===== src/rtl/sound_pkg.sv =====
// Shared types and the constant jingle ROM for the sound sequencer.
// Event encoding doubles as priority: a lower value wins arbitration.
package sound_pkg;

  typedef enum logic [1:0] {
    LOSE      = 2'd0,
    WIN       = 2'd1,
    SCORED    = 2'd2,
    COLLISION = 2'd3
  } sound_event_e;

  typedef struct packed {
    logic [3:0] freq;
    logic [3:0] dur;
    logic       last;
  } note_t;

  typedef enum logic [1:0] {
    S_IDLE,
    S_LOAD,
    S_PLAY,
    S_GAP
  } state_e;

  function automatic note_t mk_note(
    input logic [3:0] f,
    input logic [3:0] d,
    input logic       l
  );
    note_t n;
    n.freq = f;
    n.dur  = d;
    n.last = l;
    return n;
  endfunction

  // Unused slots decode to a one-tick silent-index final note so a
  // stray index can never run away.
  function automatic note_t get_note(
    input sound_event_e ev,
    input logic [1:0]   idx
  );
    note_t n;
    case ({ev, idx})
      {LOSE, 2'd0}:      n = mk_note(4'd9,  4'd5,  1'b0);
      {LOSE, 2'd1}:      n = mk_note(4'd11, 4'd5,  1'b0);
      {LOSE, 2'd2}:      n = mk_note(4'd13, 4'd10, 1'b1);
      {WIN, 2'd0}:       n = mk_note(4'd1,  4'd3,  1'b0);
      {WIN, 2'd1}:       n = mk_note(4'd3,  4'd3,  1'b0);
      {WIN, 2'd2}:       n = mk_note(4'd5,  4'd3,  1'b0);
      {WIN, 2'd3}:       n = mk_note(4'd8,  4'd6,  1'b1);
      {SCORED, 2'd0}:    n = mk_note(4'd7,  4'd2,  1'b0);
      {SCORED, 2'd1}:    n = mk_note(4'd8,  4'd2,  1'b1);
      {COLLISION, 2'd0}: n = mk_note(4'd5,  4'd1,  1'b1);
      default:           n = mk_note(4'd0,  4'd1,  1'b1);
    endcase
    return n;
  endfunction

  function automatic sound_event_e top_event(
    input logic [3:0] p
  );
    sound_event_e e;
    if (p[0])      e = LOSE;
    else if (p[1]) e = WIN;
    else if (p[2]) e = SCORED;
    else           e = COLLISION;
    return e;
  endfunction

endpackage


===== src/rtl/sound_tick_gen.sv =====
// Duration prescaler: one-cycle tick every TICK_DIV enabled cycles.
// Ports: clk, resetN, clear (sync restart), enable, tick.
module sound_tick_gen #(
  parameter int TICK_DIV = 5_000_000
) (
  input  logic clk,
  input  logic resetN,
  input  logic clear,
  input  logic enable,
  output logic tick
);

  localparam int W = $clog2(TICK_DIV);
  localparam logic [W-1:0] LAST = W'(TICK_DIV - 1);

  logic [W-1:0] cnt;

  assign tick = enable && (cnt == LAST);

  always_ff @(posedge clk or negedge resetN) begin
    if (!resetN) begin
      cnt <= '0;
    end else if (clear) begin
      cnt <= '0;
    end else if (enable) begin
      cnt <= tick ? '0 : cnt + 1'b1;
    end
  end

endmodule


===== src/rtl/sound_sequencer.sv =====
// Latches game sound events, arbitrates by fixed priority and plays
// each as a multi-note jingle into the tone generator.
// Ports: clk, resetN, four event pulses, mute in;
// enable_sound, freq, busy, active_event out.
module sound_sequencer #(
  parameter int TICK_DIV   = 5_000_000,
  parameter int GAP_CYCLES = 500_000
) (
  input  logic       clk,
  input  logic       resetN,
  input  logic       winPulse,
  input  logic       losePulse,
  input  logic       scoredPulse,
  input  logic       collisionPulse,
  input  logic       mute,
  output logic       enable_sound,
  output logic [3:0] freq,
  output logic       busy,
  output logic [1:0] active_event
);

  import sound_pkg::*;

  localparam int GW = $clog2(GAP_CYCLES + 1);
  localparam logic [GW-1:0] GAP_LAST = GW'(GAP_CYCLES - 1);

  state_e       state, stateNext;
  logic [3:0]   pending, pendingNext, clr;
  sound_event_e actEv, actEvNext, hiEv;
  logic [1:0]   idx, idxNext;
  logic [3:0]   noteDur, noteDurNext;
  logic         noteLast, noteLastNext;
  logic [3:0]   durCnt, durCntNext;
  logic [GW-1:0] gapCnt, gapCntNext;
  logic [3:0]   freqNext;
  logic         enNext;
  logic         anyPend, preempt, grant;
  logic         tick, tickClr, tickEn, noteEnd;
  note_t        romNote;

  assign anyPend = |pending;
  assign hiEv    = top_event(pending);
  assign romNote = get_note(actEv, idx);
  assign tickClr = (state == S_LOAD);
  assign tickEn  = (state == S_PLAY);
  assign noteEnd = tick && (durCnt == noteDur - 4'd1);

  // A repeated collision restarts itself; otherwise only a strictly
  // higher-priority event may cut the running jingle short.
  assign preempt = anyPend &&
    ((hiEv < actEv) ||
     (hiEv == COLLISION && actEv == COLLISION));

  sound_tick_gen #(
    .TICK_DIV(TICK_DIV)
  ) u_tick (
    .clk   (clk),
    .resetN(resetN),
    .clear (tickClr),
    .enable(tickEn),
    .tick  (tick)
  );

  always_comb begin
    stateNext    = state;
    grant        = 1'b0;
    actEvNext    = actEv;
    idxNext      = idx;
    noteDurNext  = noteDur;
    noteLastNext = noteLast;
    durCntNext   = durCnt;
    gapCntNext   = gapCnt;
    freqNext     = freq;
    enNext       = 1'b0;
    clr          = 4'b0;

    unique case (state)
      S_IDLE: begin
        if (anyPend) grant = 1'b1;
      end
      S_LOAD: begin
        noteDurNext  = romNote.dur;
        noteLastNext = romNote.last;
        freqNext     = romNote.freq;
        durCntNext   = 4'd0;
        gapCntNext   = '0;
        stateNext    = S_PLAY;
      end
      S_PLAY: begin
        if (preempt) begin
          grant = 1'b1;
        end else if (noteEnd) begin
          if (noteLast) begin
            stateNext = S_IDLE;
          end else begin
            stateNext = S_GAP;
            idxNext   = idx + 2'd1;
          end
        end else if (tick) begin
          durCntNext = durCnt + 4'd1;
        end
      end
      S_GAP: begin
        if (preempt) begin
          grant = 1'b1;
        end else if (gapCnt == GAP_LAST) begin
          stateNext = S_LOAD;
        end else begin
          gapCntNext = gapCnt + 1'b1;
        end
      end
      default: stateNext = S_IDLE;
    endcase

    if (grant) begin
      actEvNext = hiEv;
      idxNext   = 2'd0;
      stateNext = S_LOAD;
      clr       = 4'b0001 << hiEv;
    end

    // The interrupted note keeps sounding through its preempting
    // LOAD cycle; a LOAD reached from IDLE or GAP stays silent.
    unique case (stateNext)
      S_PLAY:  enNext = ~mute;
      S_LOAD:  enNext = (state == S_PLAY) & ~mute;
      default: enNext = 1'b0;
    endcase
  end

  assign pendingNext = (pending & ~clr) |
    {collisionPulse, scoredPulse, winPulse, losePulse};

  always_ff @(posedge clk or negedge resetN) begin
    if (!resetN) begin
      state        <= S_IDLE;
      pending      <= 4'b0;
      actEv        <= LOSE;
      idx          <= 2'd0;
      noteDur      <= 4'd0;
      noteLast     <= 1'b0;
      durCnt       <= 4'd0;
      gapCnt       <= '0;
      freq         <= 4'd0;
      enable_sound <= 1'b0;
    end else begin
      state        <= stateNext;
      pending      <= pendingNext;
      actEv        <= actEvNext;
      idx          <= idxNext;
      noteDur      <= noteDurNext;
      noteLast     <= noteLastNext;
      durCnt       <= durCntNext;
      gapCnt       <= gapCntNext;
      freq         <= freqNext;
      enable_sound <= enNext;
    end
  end

  assign busy         = (state != S_IDLE);
  assign active_event = actEv;

endmodule


===== config.mk =====
export PLATFORM = sky130hd
export DESIGN_NAME = sound_sequencer
export DESIGN_NICKNAME = d
export VERILOG_FILES = /design/src/rtl/sound_pkg.sv /design/src/rtl/sound_tick_gen.sv /design/src/rtl/sound_sequencer.sv
export SDC_FILE = /design/constraint.sdc
export NUM_CORES = 1
export LEC_CHECK = 0
export CORE_ASPECT_RATIO = 1.4
export CORE_MARGIN = 5
export CORE_UTILIZATION = 40
export DETAILED_ROUTE_END_ITERATION = 16
export PLACE_DENSITY = 0.59
export SKIP_CTS_REPAIR_TIMING = 1
export SLEW_MARGIN = 20
export SYNTH_ARGS = -nofsm -noshare
export SYNTH_HDL_FRONTEND = slang
export SYNTH_SLANG_ARGS = --single-unit
export TNS_END_PERCENT = 5

===== constraint.sdc =====
create_clock -name clk -period 3.2 [get_ports clk]
set_clock_uncertainty 0.1 [all_clocks]
set_input_delay 0.64 -clock clk [delete_from_list [all_inputs] [get_ports clk]]
set_output_delay 0.64 -clock clk [all_outputs]
set_load 0.01 [all_outputs]

# Word-level counts from Yosys, hierarchy flattened
# Memories as Yosys holds them, arrays and structs flattened. A register that Yosys moved wholly into a read port is not among the register bits.
# Index checks and enable logic that the tools add are counted.
[op_classes] n_addsub=5 order_cmp=1 eq_ne=17 n_shift=1 muxes=30 n_bitwise=5 reduce_logical=17
[op_table] cell="$mux W23" n=3
[op_table] cell="$mux W19" n=2
[op_table] cell="$pmux W19 S2" n=1
[op_table] cell="$mux W2" n=13
[op_table] cell="$add A23 B1 Y23 const B" n=1
[op_table] cell="$eq A23 B23 Y1 const B" n=1
[op_table] cell="$add A19 B1 Y19 const B" n=1
[op_table] cell="$eq A19 B19 Y1 const B" n=1
[op_table] cell="$mux W4" n=4
[op_table] cell="$eq A2 B2 Y1 const B" n=5
[op_table] cell="$ne A2 B2 Y1 const B" n=5
[op_table] cell="$reduce_bool A2 Y1" n=5
[op_table] cell="$pmux W4 S2" n=1
[op_table] cell="$reduce_and A4 Y1" n=2
[op_table] cell="$pmux W2 S3" n=1
[op_table] cell="$add A4 B1 Y4 const B" n=1
[op_table] cell="$and A4 B4 Y4" n=1
[op_table] cell="$eq A2 B1 Y1 const B" n=2
[op_table] cell="$eq A4 B4 Y1" n=1
[op_table] cell="$logic_and A1 B1 Y1" n=4
[op_table] cell="$ne A2 B1 Y1 const B" n=2
[op_table] cell="$not A4 Y4" n=1
[op_table] cell="$or A4 B4 Y4" n=1
[op_table] cell="$pmux W1 S2" n=2
[op_table] cell="13 further kinds" n=15
[totals] reg_bits=57 rom_bits=144 inputBits=7 wordCells=85 mem_count=1
[memory_table] name="(no name shown)" words=16 word_bits=9 read_ports=1 rd_ports_with_merged_regs=1 wr=0 line="sound_pkg.sv:44" source="case ({ev, idx})"

# Depth between registers and ports, before layout
# Gate-level depths: netlist of the first run.
[logic_depth] depth_word=13 ltp_mapped=13

# Hierarchy
# Synthesis of the first run repeated with hierarchy kept, for this count alone.
[hier_totals] cells_unflattened=415 area_unflattened_um2=3809.9
[modules_own_cells] mod="sound_sequencer" instances=1 cells_each=274 area_per_inst_um2=2524.9 seq_area_each_um2=1076.0
[modules_own_cells] mod="sound_tick_gen" instances=1 cells_each=141 area_per_inst_um2=1285.0 seq_area_each_um2=575.6

# Worst setup path before layout of the first run
# Ideal clock, no wire load.
[synth_path] path_kind="register to register" from="register actEv[1] (netlist: active_event[1])" to="register enable_sound" t_arrival_ns=2.617 setup_slack_ns=0.364 stages_incl_launch_ff=13 path_buffers=1 path_cell_list="dfrtp_1 -> clkbuf_1 -> inv_1 -> ha_1 -> inv_1 -> o311ai_1 -> a21oi_1 -> nor3_1 -> nor2_1 -> a211o_1 -> ha_1 -> a21oi_1 -> nor3_1"
[synth_between] elab_chain_cells=9 elab_cells_between_ends=14 classes_between="1 x order compare; 3 x eq/ne; 7 x mux; 3 x reduce/logical"
[synth_rtl] element="start, declared" line="sound_sequencer.sv:29" source="sound_event_e actEv, actEvNext, hiEv;"
[synth_rtl] element="start signal, assigned" line="sound_sequencer.sv:149" source="actEv <= actEvNext;"
[synth_rtl] element="$eq A2 B2 Y1" line="sound_sequencer.sv:52" source="(hiEv == COLLISION && actEv == COLLISION));"
[synth_rtl] element="$logic_and A1 B1 Y1" line="sound_sequencer.sv:52"
[synth_rtl] element="$logic_or A1 B1 Y1 *" line="sound_sequencer.sv:51" source="((hiEv < actEv) ||"
[synth_rtl] element="$logic_and A1 B1 Y1 *" line="sound_sequencer.sv:50" source="assign preempt = anyPend &&"
[synth_rtl] element="$mux W2, or another cell as far along" line="sound_sequencer.sv:104" source="if (preempt) begin"
[synth_rtl] element="$pmux W2 S3 / $pmux W1 S2 (equally long branches)" line="sound_sequencer.sv:77" source="unique case (state)"
[synth_rtl] element="$mux W2 *" line="sound_sequencer.sv:115" source="if (grant) begin"
[synth_rtl] element="named net stateNext[0]" line="sound_sequencer.sv:27" source="state_e state, stateNext;"
[synth_rtl] element="$eq A2 B1 Y1 / $eq A2 B2 Y1 (equally long branches)" line="sound_sequencer.sv:124" source="unique case (stateNext)"
[synth_rtl] element="$pmux W1 S2 *" line="sound_sequencer.sv:124"
[synth_rtl] element="named net enNext" line="sound_sequencer.sv:36" source="logic enNext;"
[synth_rtl] element="end signal, assigned" line="sound_sequencer.sv:156" source="enable_sound <= enNext;"
[synth_rtl] element="end, declared" line="sound_sequencer.sv:16" source="output logic enable_sound,"
# Mark *: on every way through the listed nets, which the timed path passes. The rest lies on a longest branch.
# A chain may end at the register's enable or synchronous reset.

# Worst setup path in the final report of the first run
[layout_path] from="register u_tick.cnt[16]" to="register enable_sound"
[layout_between] elab_chain_cells=9 elab_cells_between_ends=10 classes_between="3 x eq/ne; 5 x mux; 2 x reduce/logical"
[layout_rtl] element="start, declared" line="sound_tick_gen.sv:16" source="logic [W-1:0] cnt;"
[layout_rtl] element="start signal, assigned" line="sound_tick_gen.sv:26" source="cnt <= tick ? '0 : cnt + 1'b1;"
[layout_rtl] element="$eq A23 B23 Y1 *" line="sound_tick_gen.sv:18" source="assign tick = enable && (cnt == LAST);"
[layout_rtl] element="$logic_and A1 B1 Y1 *" line="sound_tick_gen.sv:18"
[layout_rtl] element="$logic_and A1 B1 Y1 *" line="sound_sequencer.sv:46" source="assign noteEnd = tick && (durCnt == noteDur - 4'd1);"
[layout_rtl] element="$mux W2 *" line="sound_sequencer.sv:92" source="end else if (noteEnd) begin"
[layout_rtl] element="$mux W2 *" line="sound_sequencer.sv:90" source="if (preempt) begin"
[layout_rtl] element="$pmux W2 S3 *" line="sound_sequencer.sv:77"
[layout_rtl] element="$mux W2 *" line="sound_sequencer.sv:115"
[layout_rtl] element="named net stateNext[0]" line="sound_sequencer.sv:27"
[layout_rtl] element="$eq A2 B1 Y1 / $eq A2 B2 Y1 (equally long branches)" line="sound_sequencer.sv:124"
[layout_rtl] element="$pmux W1 S2 *" line="sound_sequencer.sv:124"
[layout_rtl] element="named net enNext" line="sound_sequencer.sv:36"
# Marked as above.

==> reports/summary.txt, run 1 <==
CP Buf/Inv Count -> 0
CP Data Arrival Time -> 3020 ps
Die Ht -> 125 µm
Die width -> 92.4 µm
Final GP Congestion -> 0.888
Remaining global-route overflow -> 0
Synth top area cells -> dfrtp_1, ha_1, nand2_1, o21ai_0, nor2_1
Wire per inst -> 15.6 µm
# diodes -> 0
RSZ-0062 raised after global routing -> no
FF-to-FF setup slack -> 310 ps
Met2 Use GR -> 27.9%
Worst reg2reg path endpoint -> enable_sound
CP top delay family -> simple AND/OR/NAND/NOR gates
DR pass1 iterations -> 5
Post-synth top area share -> 43.4%
Initial DRC count -> 144
Synth Flop Type -> dfrtp_1
FMAX -> 346 MHz
M3 GR Usage -> 3.37%
R2R Path Start -> u_tick.cnt[16]
Max Cap Viol -> 0
Largest net degree at the start of global routing -> 40
Slew Viols, Final -> 0
Post-Synthesis Cells -> 431
Seq/Total Area, Yosys -> 43.4%
Final antenna-violating net count -> 0
Final worst path period need -> 2890 ps
DIE AREA -> 11,600 µm²
Leak pwr -> 1.85 nW
Number of synthesis warnings -> 0
IO Count -> 15
Worst IR Drop VDD -> 0.000409 V
Tot GR Track Use -> 16.5%
Clk_lat worst skew -> 340 ps
First-pass GRT wire length -> 15.4 mm
Multi-input gate area -> 2010 µm²
Most frequent cell after synthesis -> dfrtp_1
Synth top cells by count -> dfrtp_1, nand2_1, nor2_1
M1 GR Usage -> 19.9%
Period utilisation layout -> 90.4%
Switching portion of total power -> 38.7%
Busiest grt layer -> met2
Slew headroom -> 50.9%
CP max stage delay -> 580 ps
Int Pwr -> 2.08 mW
Synth cell types -> 52
Vias/cell -> 5.71
Setup-failing EPs final -> 0
Setup TNS Final -> 0 ps
WP data required -> 3320 ps
Final Net Count -> 471
Min-Delay Path Class -> input port to async pin
Top cell type by total area after synthesis -> dfrtp_1
Clock-pin transition on the worst setup and hold timing paths -> 60 ps
Mapped Nets -> 454
WS Path Type -> flop to flop
Root buf cell -> clkbuf_16
Core area -> 9410 µm²
Avg Inst Size Synth -> 8.83 µm²
Cell at the slowest stage of the critical path -> or4_1
Worst setup EP type -> flop
Worst reg2reg path depth -> 9
Clock Power Share -> 31.3%
Outcome -> finished clean
FP Rows -> 42
Logic pwr share -> 37.3%
Initial Util -> 40.5%
Cell mode on critical path -> nor3_1
Slew @ Worst Pin -> 730 ps
Switching power -> 1.31 mW
Initial antenna violation count -> 0
Seq cells post-synth -> 66
WL final -> 8.76 mm
Hpwl dp -> 6.34 mm
Longest Clk Path Bufs -> 2
Async SR Flop Fraction -> 100%
EDFF count, synth -> 0
Sink Count -> 66
DRC errors left -> 0
Worst Path Max Fanout -> 5
Startpoint Class -> flop
Routed vias -> 3,216
Seq. cell area -> 1650 µm²
CTS H-tree depth -> 3
Total CTS buffers -> 9
CTS tree -> built
Number of fill cells -> 881
Area grow syn2layout -> 16.2%
Final Hold Fails -> 0
Flop pwr share -> 31.4%
Cells along the critical path -> nor4_1 > nand4_1 > or4_1 > nor3_1 > nor2_1 > a211o_1 > ha_1 > a21oi_1 > nor3_1
Vias in the first global route -> 3,212
Layout cell share with drive strength beyond 1 -> 7.73%
Pwr dens -> 768 nW/µm²
Post-Syn Area -> 3810 µm²
Port buffer count -> 14
Power after layout -> 3.39 mW
## final cells by class
class / instances / area share (%)
Clock buffer: 9 / 5.09
Timing Repair Buffer: 27 / 5.26
Inverter: 19 / 1.61
Tap cell: 110 / 3.11
Clock inverter: 7 / 2.12
Multi-Input combinational cell: 325 / 45.4
Sequential cell: 66 / 37.4
## worst max path at each step
| stage | from | endpoint | slack [ps] | cells past startpoint |
|---|---|---|---|---|
| after floorplan | active_event[1] | enable_sound | 360 | 12 |
| after CTS | u_tick.cnt[16] | enable_sound | 310 | 9 |
| after global routing | u_tick.cnt[16] | enable_sound | 20 | 9 |
| after global placement | u_tick.cnt[16] | enable_sound | 460 | 9 |
| final | u_tick.cnt[16] | enable_sound | 310 | 9 |
| after detailed placement | u_tick.cnt[16] | enable_sound | 330 | 9 |
## cell usage in the layout (no fill, tap or decap), types with 4 or more instances in the layout
| cell | instances |
|---|---|
| a21oi_1 | 17 |
| a31oi_1 | 6 |
| and3_1 | 8 |
| and4_1 | 5 |
| buf_4 | 13 |
| clkbuf_16 | 9 |
| clkdlybuf4s50_1 | 13 |
| dfrtp_1 | 66 |
| ha_1 | 16 |
| inv_1 | 18 |
| mux2i_1 | 10 |
| nand2_1 | 51 |
| nand2b_1 | 5 |
| nand3_1 | 26 |
| nand4_1 | 10 |
| nor2_1 | 37 |
| nor3_1 | 9 |
| nor4_1 | 9 |
| o211ai_1 | 4 |
| o21ai_0 | 36 |
| o31ai_1 | 14 |
| xnor2_1 | 8 |
| xor2_1 | 8 |
## sequential cells by signal, summed over array words and instances, names as in the netlist
register and count:
freq 4, enable_sound 1, pending 4, state 2, active_event 2, u_tick.cnt 23
noteLast 1, gapCnt 19, idx 2, noteDur 4, durCnt 4
## routing by layer
metal	share of wire (%)	vias to the layer above
met5	0	-
li1	-	1596
met2	51	50
met3	2.5	22
met4	2.8	0
met1	43	1548
## power by group through the flow
| stage | logic (mW) | registers [mW] | clock network [mW] |
|---|---|---|---|
| final | 1.27 | 1.07 | 1.06 |
| after global routing | 1.44 | 1.09 | 1.13 |
| after CTS | 1.28 | 1.07 | 1.09 |
| after detailed placement | 1.27 | 1.08 | 0 |
| after global placement | 1.26 | 1.08 | 0 |
| after floorplan | 0.880 | 1.05 | 0 |
## stage by stage
| stage | utilization (%) | setup slack [ps] | instance area [µm²] | instances | hold slack, ps |
|---|---|---|---|---|---|
| 2_1_floorplan | - | 364 | 3810 | 431 | 244 |
| 3_3_place_gp | 43.6 | 455 | 4100 | 547 | 360 |
| 3_5_place_dp | 43.6 | 330 | 4100 | 547 | 365 |
| 4_1_cts | 47.0 | 305 | 4420 | 563 | 224 |
| 5_1_grt | 47.0 | 22.2 | 4420 | 563 | 254 |
| 6_report | 47.0 | 308 | 4420 | 563 | 212 |
## worst reg2reg max path: stages (launching register included)
cell and delay (ps):
dfrtp_1 410, nor4_1 330, nand4_1 170, or4_1 580, nor3_1 360, nor2_1 130
a211o_1 310, ha_1 200, a21oi_1 140, nor3_1 60
## cell families after synthesis
kind of cell             after synthesis  synth area share (%)
AND/OR/NAND/NOR                      185                  25.0
AO/OA/AOI/OAI                         97                  15.8
flip-flops                            66                  43.4
buffers and inverters                 40                  4.01
XOR/XNOR                              16                  3.68
adder cells (fa/ha/maj)               16                  5.26
multiplexers                          11                  2.93
Power figures use the tool's default switching activity.
==> run 2: changes to the inputs <==
--- a/config.mk
+++ b/config.mk
@@ -7,9 +7,9 @@
 export LEC_CHECK = 0
 export CORE_ASPECT_RATIO = 1.4
 export CORE_MARGIN = 5
-export CORE_UTILIZATION = 40
+export CORE_UTILIZATION = 30
 export DETAILED_ROUTE_END_ITERATION = 16
-export PLACE_DENSITY = 0.59
+export PLACE_DENSITY = 0.48
 export SKIP_CTS_REPAIR_TIMING = 1
 export SLEW_MARGIN = 20
 export SYNTH_ARGS = -nofsm -noshare
==> reports/summary.txt, run 2 (synthesized netlist as in run 1, its figures left out) <==
Worst Path Max Fanout -> 5 (unchanged)
Final antenna-violating net count -> 0 (unchanged)
FMAX -> 351 MHz (was 346 MHz)
Leak pwr -> 1.85 nW (about the same)
Pwr dens -> 752 nW/µm² (was 768 nW/µm²)
WP data required -> 3320 ps (about the same)
Initial DRC count -> 134 (was 144)
DP Cell Count -> 587 (was 547)
Commonest cells after routing, fill and taps aside -> dfrtp_1, nand2_1, nor2_1, o21ai_0, nand3_1 (unchanged)
IO Count -> 15 (unchanged)
Startpoint Class -> flop (unchanged)
Area grow syn2layout -> 17.3% (was 16.2%)
Slew @ Worst Pin -> 736 ps (was 730 ps)
Clock Power Share -> 29.7% (was 31.3%)
CP Data Arrival Time -> 2960 ps (was 3020 ps)
Count of non-filler cells in the finished layout -> 603 (was 563)
Period utilisation layout -> 88.9% (was 90.4%)
Logic pwr share -> 38.6% (was 37.3%)
Die Ht -> 143 µm (was 125 µm)
Switching power -> 1.30 mW (was 1.31 mW)
Sink Count -> 66 (unchanged)
Biggest regs -> u_tick.cnt (23), gapCnt (19) (unchanged)
Vias in the first global route -> 3,194 (was 3,212)
Die width -> 105 µm (was 92.4 µm)
Final Hold Fails -> 0 (unchanged)
DR pass1 iterations -> 4 (was 5)
Routed vias -> 3,206 (was 3,216)
Worst IR Drop VDD -> 0.000390 V (was 0.000409 V)
Final Net Count -> 471 (unchanged)
Final worst path period need -> 2850 ps (was 2890 ps)
CTS H-tree depth -> 3 (unchanged)
Clock-pin transition on the worst setup and hold timing paths -> 50 ps (was 60 ps)
R2R Path Start -> u_tick.cnt[16] (unchanged)
Max Cap Viol -> 0 (unchanged)
RSZ-0062 raised after global routing -> no (unchanged)
Core area -> 12,400 µm² (was 9410 µm²)
Switching portion of total power -> 38.6% (was 38.7%)
Seq. cell area -> 1650 µm² (unchanged)
Worst setup EP type -> flop (unchanged)
Longest Clk Path Bufs -> 2 (unchanged)
Int Pwr -> 2.06 mW (was 2.08 mW)
Clk_lat worst skew -> 330 ps (was 340 ps)
Outcome -> finished clean (unchanged)
Commonest non-fill, non-tap cell in the layout -> dfrtp_1 (unchanged)
WL final -> 9.13 mm (was 8.76 mm)
Total CTS buffers -> 9 (unchanged)
Root buf cell -> clkbuf_16 (unchanged)
Tot GR Track Use -> 12.9% (was 16.5%)
Initial Util -> 30.8% (was 40.5%)
DRC errors left -> 0 (unchanged)
Largest net degree at the start of global routing -> 40 (unchanged)
DIE AREA -> 15,100 µm² (was 11,600 µm²)
Setup TNS Final -> 0 ps (unchanged)
First-pass GRT wire length -> 15.8 mm (was 15.4 mm)
Number of flip-flops in the largest register -> 23 (unchanged)
Port buffer count -> 14 (unchanged)
Min-Delay Path Class -> input port to async pin (unchanged)
FP Rows -> 48 (was 42)
Number of fill cells -> 1,258 (was 881)
Slew headroom -> 50.5% (was 50.9%)
FF-to-FF setup slack -> 350 ps (was 310 ps)
Initial antenna violation count -> 0 (unchanged)
Final GP Congestion -> 0.800 (was 0.888)
Setup-failing EPs final -> 0 (unchanged)
Slew Viols, Final -> 0 (unchanged)
Worst Setup SP -> u_tick.cnt[16] (unchanged)
CTS tree -> built (unchanged)
Wire per inst -> 15.1 µm (was 15.6 µm)
Multi-input gate area -> 2010 µm² (unchanged)
Reg with most FFs -> u_tick.cnt (unchanged)
Hpwl dp -> 6.60 mm (was 6.34 mm)
Flop pwr share -> 31.7% (was 31.4%)
Layout cell share with drive strength beyond 1 -> 7.06% (was 7.73%)
WS Path Type -> flop to flop (unchanged)
Vias/cell -> 5.32 (was 5.71)
Remaining global-route overflow -> 0 (unchanged)
# diodes -> 0 (unchanged)
run 2: changes by cell type in the layout (fill, tap and decap cells not counted):
| cell | change |
|---|---|
| buf_4 | -1 |
| clkinv_2 | -1 |
| clkbuf_8 | +2 |
| clkbuf_1 | +3 |
| clkinvlp_4 | -2 |
| clkinv_4 | -1 |
| buf_12 | +1 |
| bufinv_16 | -1 |
run 2: area by class of cell:
class	count	share of cell area [%]
clock inverters	2	0.785
multi-input cells	325	45.0
clock buffers	14	5.91
inverters	19	1.60
flip-flops and latches	66	37.0
well taps	150	4.20
repair buffers	27	5.49
run 2: worst max-delay path, stage by stage, from the launching register on:
cell	delay, ps
dfrtp_1	410
nor4_1	340
nand4_1	170
or4_1	570
nor3_1	340
nor2_1	120
a211o_1	310
ha_1	200
a21oi_1	140
nor3_1	60
run 2: power by group through the flow:
stage               clock network [mW]  registers (mW)  logic (mW)
floorplan                            0            1.05       0.880
global placement                     0            1.08        1.31
detailed placement                   0            1.08        1.32
CTS                               1.02            1.07        1.32
global route                      1.07            1.09        1.47
finish                           0.996            1.07        1.30
run 2: through the flow:
step	utilization (%)	power (mW)	hold slack, ps	setup WS (ps)	area, µm²
after floorplan	-	1.93	244	364	3810
after global placement	33.7	2.39	366	417	4170
after detailed placement	33.7	2.40	373	350	4170
after CTS	36.1	3.41	264	329	4460
after global routing	36.1	3.63	297	98.9	4460
final	36.1	3.36	251	354	4460
run 2: metal layers:
metal  track usage (%)  up-vias  wire (µm)  share of wire, %
li1                  -     1593          -                 -
met1              16.8     1545       4280                47
met2              20.9       56       4440                49
met3              2.58       12        244               2.7
met4              5.32        0        153               1.7
met5                 0        -          0                 0
run 2: worst paths after layout:
path / to / cells after the start
worst max-delay path: enable_sound / 9
worst max register to register: enable_sound / 9
worst min-delay path: active_event[0] / 1
worst min register to register: freq[3] / 1
max in group asynchronous: gapCnt[4] / 2
min in group clk: freq[3] / 1
==> run 3: changes to the inputs <==
--- a/config.mk
+++ b/config.mk
@@ -7,9 +7,9 @@
 export LEC_CHECK = 0
 export CORE_ASPECT_RATIO = 1.4
 export CORE_MARGIN = 5
-export CORE_UTILIZATION = 30
+export CORE_UTILIZATION = 55
 export DETAILED_ROUTE_END_ITERATION = 16
-export PLACE_DENSITY = 0.48
+export PLACE_DENSITY = 0.76
 export SKIP_CTS_REPAIR_TIMING = 1
 export SLEW_MARGIN = 20
 export SYNTH_ARGS = -nofsm -noshare
==> reports/summary.txt, run 3 (synthesized netlist as in run 1, its figures left out) <==
DRC errors left -> 0 (unchanged)
Cell at the slowest stage of the critical path -> or4_1 (unchanged)
Final GP Congestion -> 0.888 (was 0.800)
Period utilisation layout -> 89.3% (was 88.9%)
Area grow syn2layout -> 11.4% (was 17.3%)
Setup-failing EPs final -> 0 (unchanged)
Tot GR Track Use -> 21.3% (was 12.9%)
DR pass1 iterations -> 4 (unchanged)
Layout cell share with drive strength beyond 1 -> 6.70% (was 7.06%)
Root buf cell -> clkbuf_8 (was clkbuf_16)
FMAX -> 350 MHz (was 351 MHz)
Clock-pin transition on the worst setup and hold timing paths -> 60 ps (was 50 ps)
Sink Count -> 66 (unchanged)
Total CTS buffers -> 9 (unchanged)
CP top delay family -> simple AND/OR/NAND/NOR gates (unchanged)
Max Cap Viol -> 0 (unchanged)
Slew Viols, Final -> 0 (unchanged)
Die width -> 80.3 µm (was 105 µm)
Slew @ Worst Pin -> 855 ps (was 736 ps)
Final Hold Fails -> 0 (unchanged)
IO Count -> 15 (unchanged)
FP Rows -> 36 (was 48)
Longest Clk Path Bufs -> 2 (unchanged)
First-pass GRT wire length -> 14.4 mm (was 15.8 mm)
DP Cell Count -> 528 (was 587)
Commonest cells after routing, fill and taps aside -> dfrtp_1, nand2_1, nor2_1, o21ai_0, nand3_1 (unchanged)
Switching power -> 1.24 mW (was 1.30 mW)
Number of flip-flops in the largest register -> 23 (unchanged)
Initial antenna violation count -> 0 (unchanged)
Leak pwr -> 1.78 nW (was 1.85 nW)
CTS H-tree depth -> 3 (unchanged)
WS Path Type -> flop to flop (unchanged)
DIE AREA -> 8710 µm² (was 15,100 µm²)
Startpoint Class -> flop (unchanged)
Die Ht -> 108 µm (was 143 µm)
Clock Power Share -> 21.0% (was 29.7%)
Final antenna-violating net count -> 0 (unchanged)
Worst IR Drop VDD -> 0.000426 V (was 0.000390 V)
Vias/cell -> 6.01 (was 5.32)
Min-Delay Path Class -> input port to async pin (unchanged)
WL final -> 8.33 mm (was 9.13 mm)
# diodes -> 0 (unchanged)
CP Data Arrival Time -> 3030 ps (was 2960 ps)
Remaining global-route overflow -> 0 (unchanged)
Outcome -> finished clean (unchanged)
Logic pwr share -> 42.9% (was 38.6%)
Slew headroom -> 42.8% (was 50.5%)
CP max stage delay -> 530 ps (was 570 ps)
Final Net Count -> 467 (was 471)
Cell mode on critical path -> a21oi_1 (was nor3_1)
Vias in the first global route -> 3,261 (was 3,194)
Pwr dens -> 694 nW/µm² (was 752 nW/µm²)
Worst Path Max Fanout -> 15 (was 5)
Final worst path period need -> 2860 ps (was 2850 ps)
RSZ-0062 raised after global routing -> no (unchanged)
Initial Util -> 55.6% (was 30.8%)
Largest net degree at the start of global routing -> 37 (was 40)
WP data required -> 3380 ps (was 3320 ps)
Initial DRC count -> 273 (was 134)
Switching portion of total power -> 42.2% (was 38.6%)
Commonest non-fill, non-tap cell in the layout -> dfrtp_1 (unchanged)
Setup TNS Final -> 0 ps (unchanged)
CP Buf/Inv Count -> 2 (was 0)
Hpwl dp -> 6.09 mm (was 6.60 mm)
Core area -> 6850 µm² (was 12,400 µm²)
Biggest regs -> u_tick.cnt (23), gapCnt (19) (unchanged)
Cells along the critical path -> nor2_1 > ha_1 > inv_1 > o311ai_1 > a21oi_1 > buf_4 > or2_1 > or4_1 > a21oi_1 (was nor4_1 > nand4_1 > or4_1 > nor3_1 > nor2_1 > a211o_1 > ha_1 > a21oi_1 > nor3_1)
Reg with most FFs -> u_tick.cnt (unchanged)
Port buffer count -> 14 (unchanged)
Flop pwr share -> 36.2% (was 31.7%)
Clk_lat worst skew -> 350 ps (was 330 ps)
Fin util -> 62.0% (was 36.1%)
Routed vias -> 3,265 (was 3,206)
Wire per inst -> 15.3 µm (was 15.1 µm)
Int Pwr -> 1.70 mW (was 2.06 mW)
CTS tree -> built (unchanged)
Count of non-filler cells in the finished layout -> 543 (was 603)
Worst setup EP type -> flop (unchanged)
## run 3: final timing paths
| kind | depth (start not counted) | from | to | slack (ps) |
|---|---|---|---|---|
| setup / recovery | 9 | pending[0] | gapCnt[13] | 340 |
| hold / removal | 1 | resetN | freq[2] | 240 |
| setup reg to reg | 9 | pending[0] | gapCnt[13] | 340 |
| hold reg to reg | 1 | u_tick.cnt[22] | u_tick.cnt[22] | 380 |
| max in group asynchronous | 2 | resetN | gapCnt[4] | 2130 |
| min in group clk | 1 | u_tick.cnt[22] | u_tick.cnt[22] | 380 |
## run 3: per-layer routing
| metal | wire, µm | global-route usage (%) | vias up |
|---|---|---|---|
| met5 | 0 | 0 | - |
| met1 | 3490 | 23.5 | 1597 |
| met2 | 4290 | 36.7 | 62 |
| li1 | - | - | 1581 |
| met4 | 282 | 12.2 | 0 |
| met3 | 263 | 5.42 | 25 |
## run 3: worst reg2reg max path, delay by kind of cell (launching register included)
family                     cells  cell delay [ps]
and+or+nand+nor                3              980
adders and majority gates      1              300
buffers and inverters          2              260
AOI/OAI and AO/OA              3              690
DFF                            1              460
## run 3: final cells by class
| cell class | instances | area, µm² |
|---|---|---|
| fill | 608 | 2610 |
| clock inverter | 3 | 15.0 |
| sequential | 66 | 1650 |
| clock buffer | 12 | 155 |
| multi-input combinational | 325 | 2010 |
| inverter | 19 | 71.3 |
| timing repair buffer | 23 | 215 |
| tap | 95 | 119 |
## run 3: through the flow
stage | hold WS, ps | setup WS (ps) | instance area, µm² | total power, mW
after floorplan | 244 | 364 | 3810 | 1.93
after global placement | 361 | 365 | 4070 | 2.28
after detailed placement | 366 | 224 | 4070 | 2.33
after CTS | 246 | 209 | 4240 | 2.97
after global routing | 297 | 102 | 4240 | 3.17
final | 239 | 343 | 4240 | 2.94
## run 3: power groups by stage
stage,sequential (mW),combinational [mW],clock (mW)
after floorplan,1.05,0.880,0
after global placement,1.07,1.20,0
after detailed placement,1.08,1.26,0
after CTS,1.06,1.27,0.640
after global routing,1.08,1.41,0.670
final,1.06,1.26,0.617
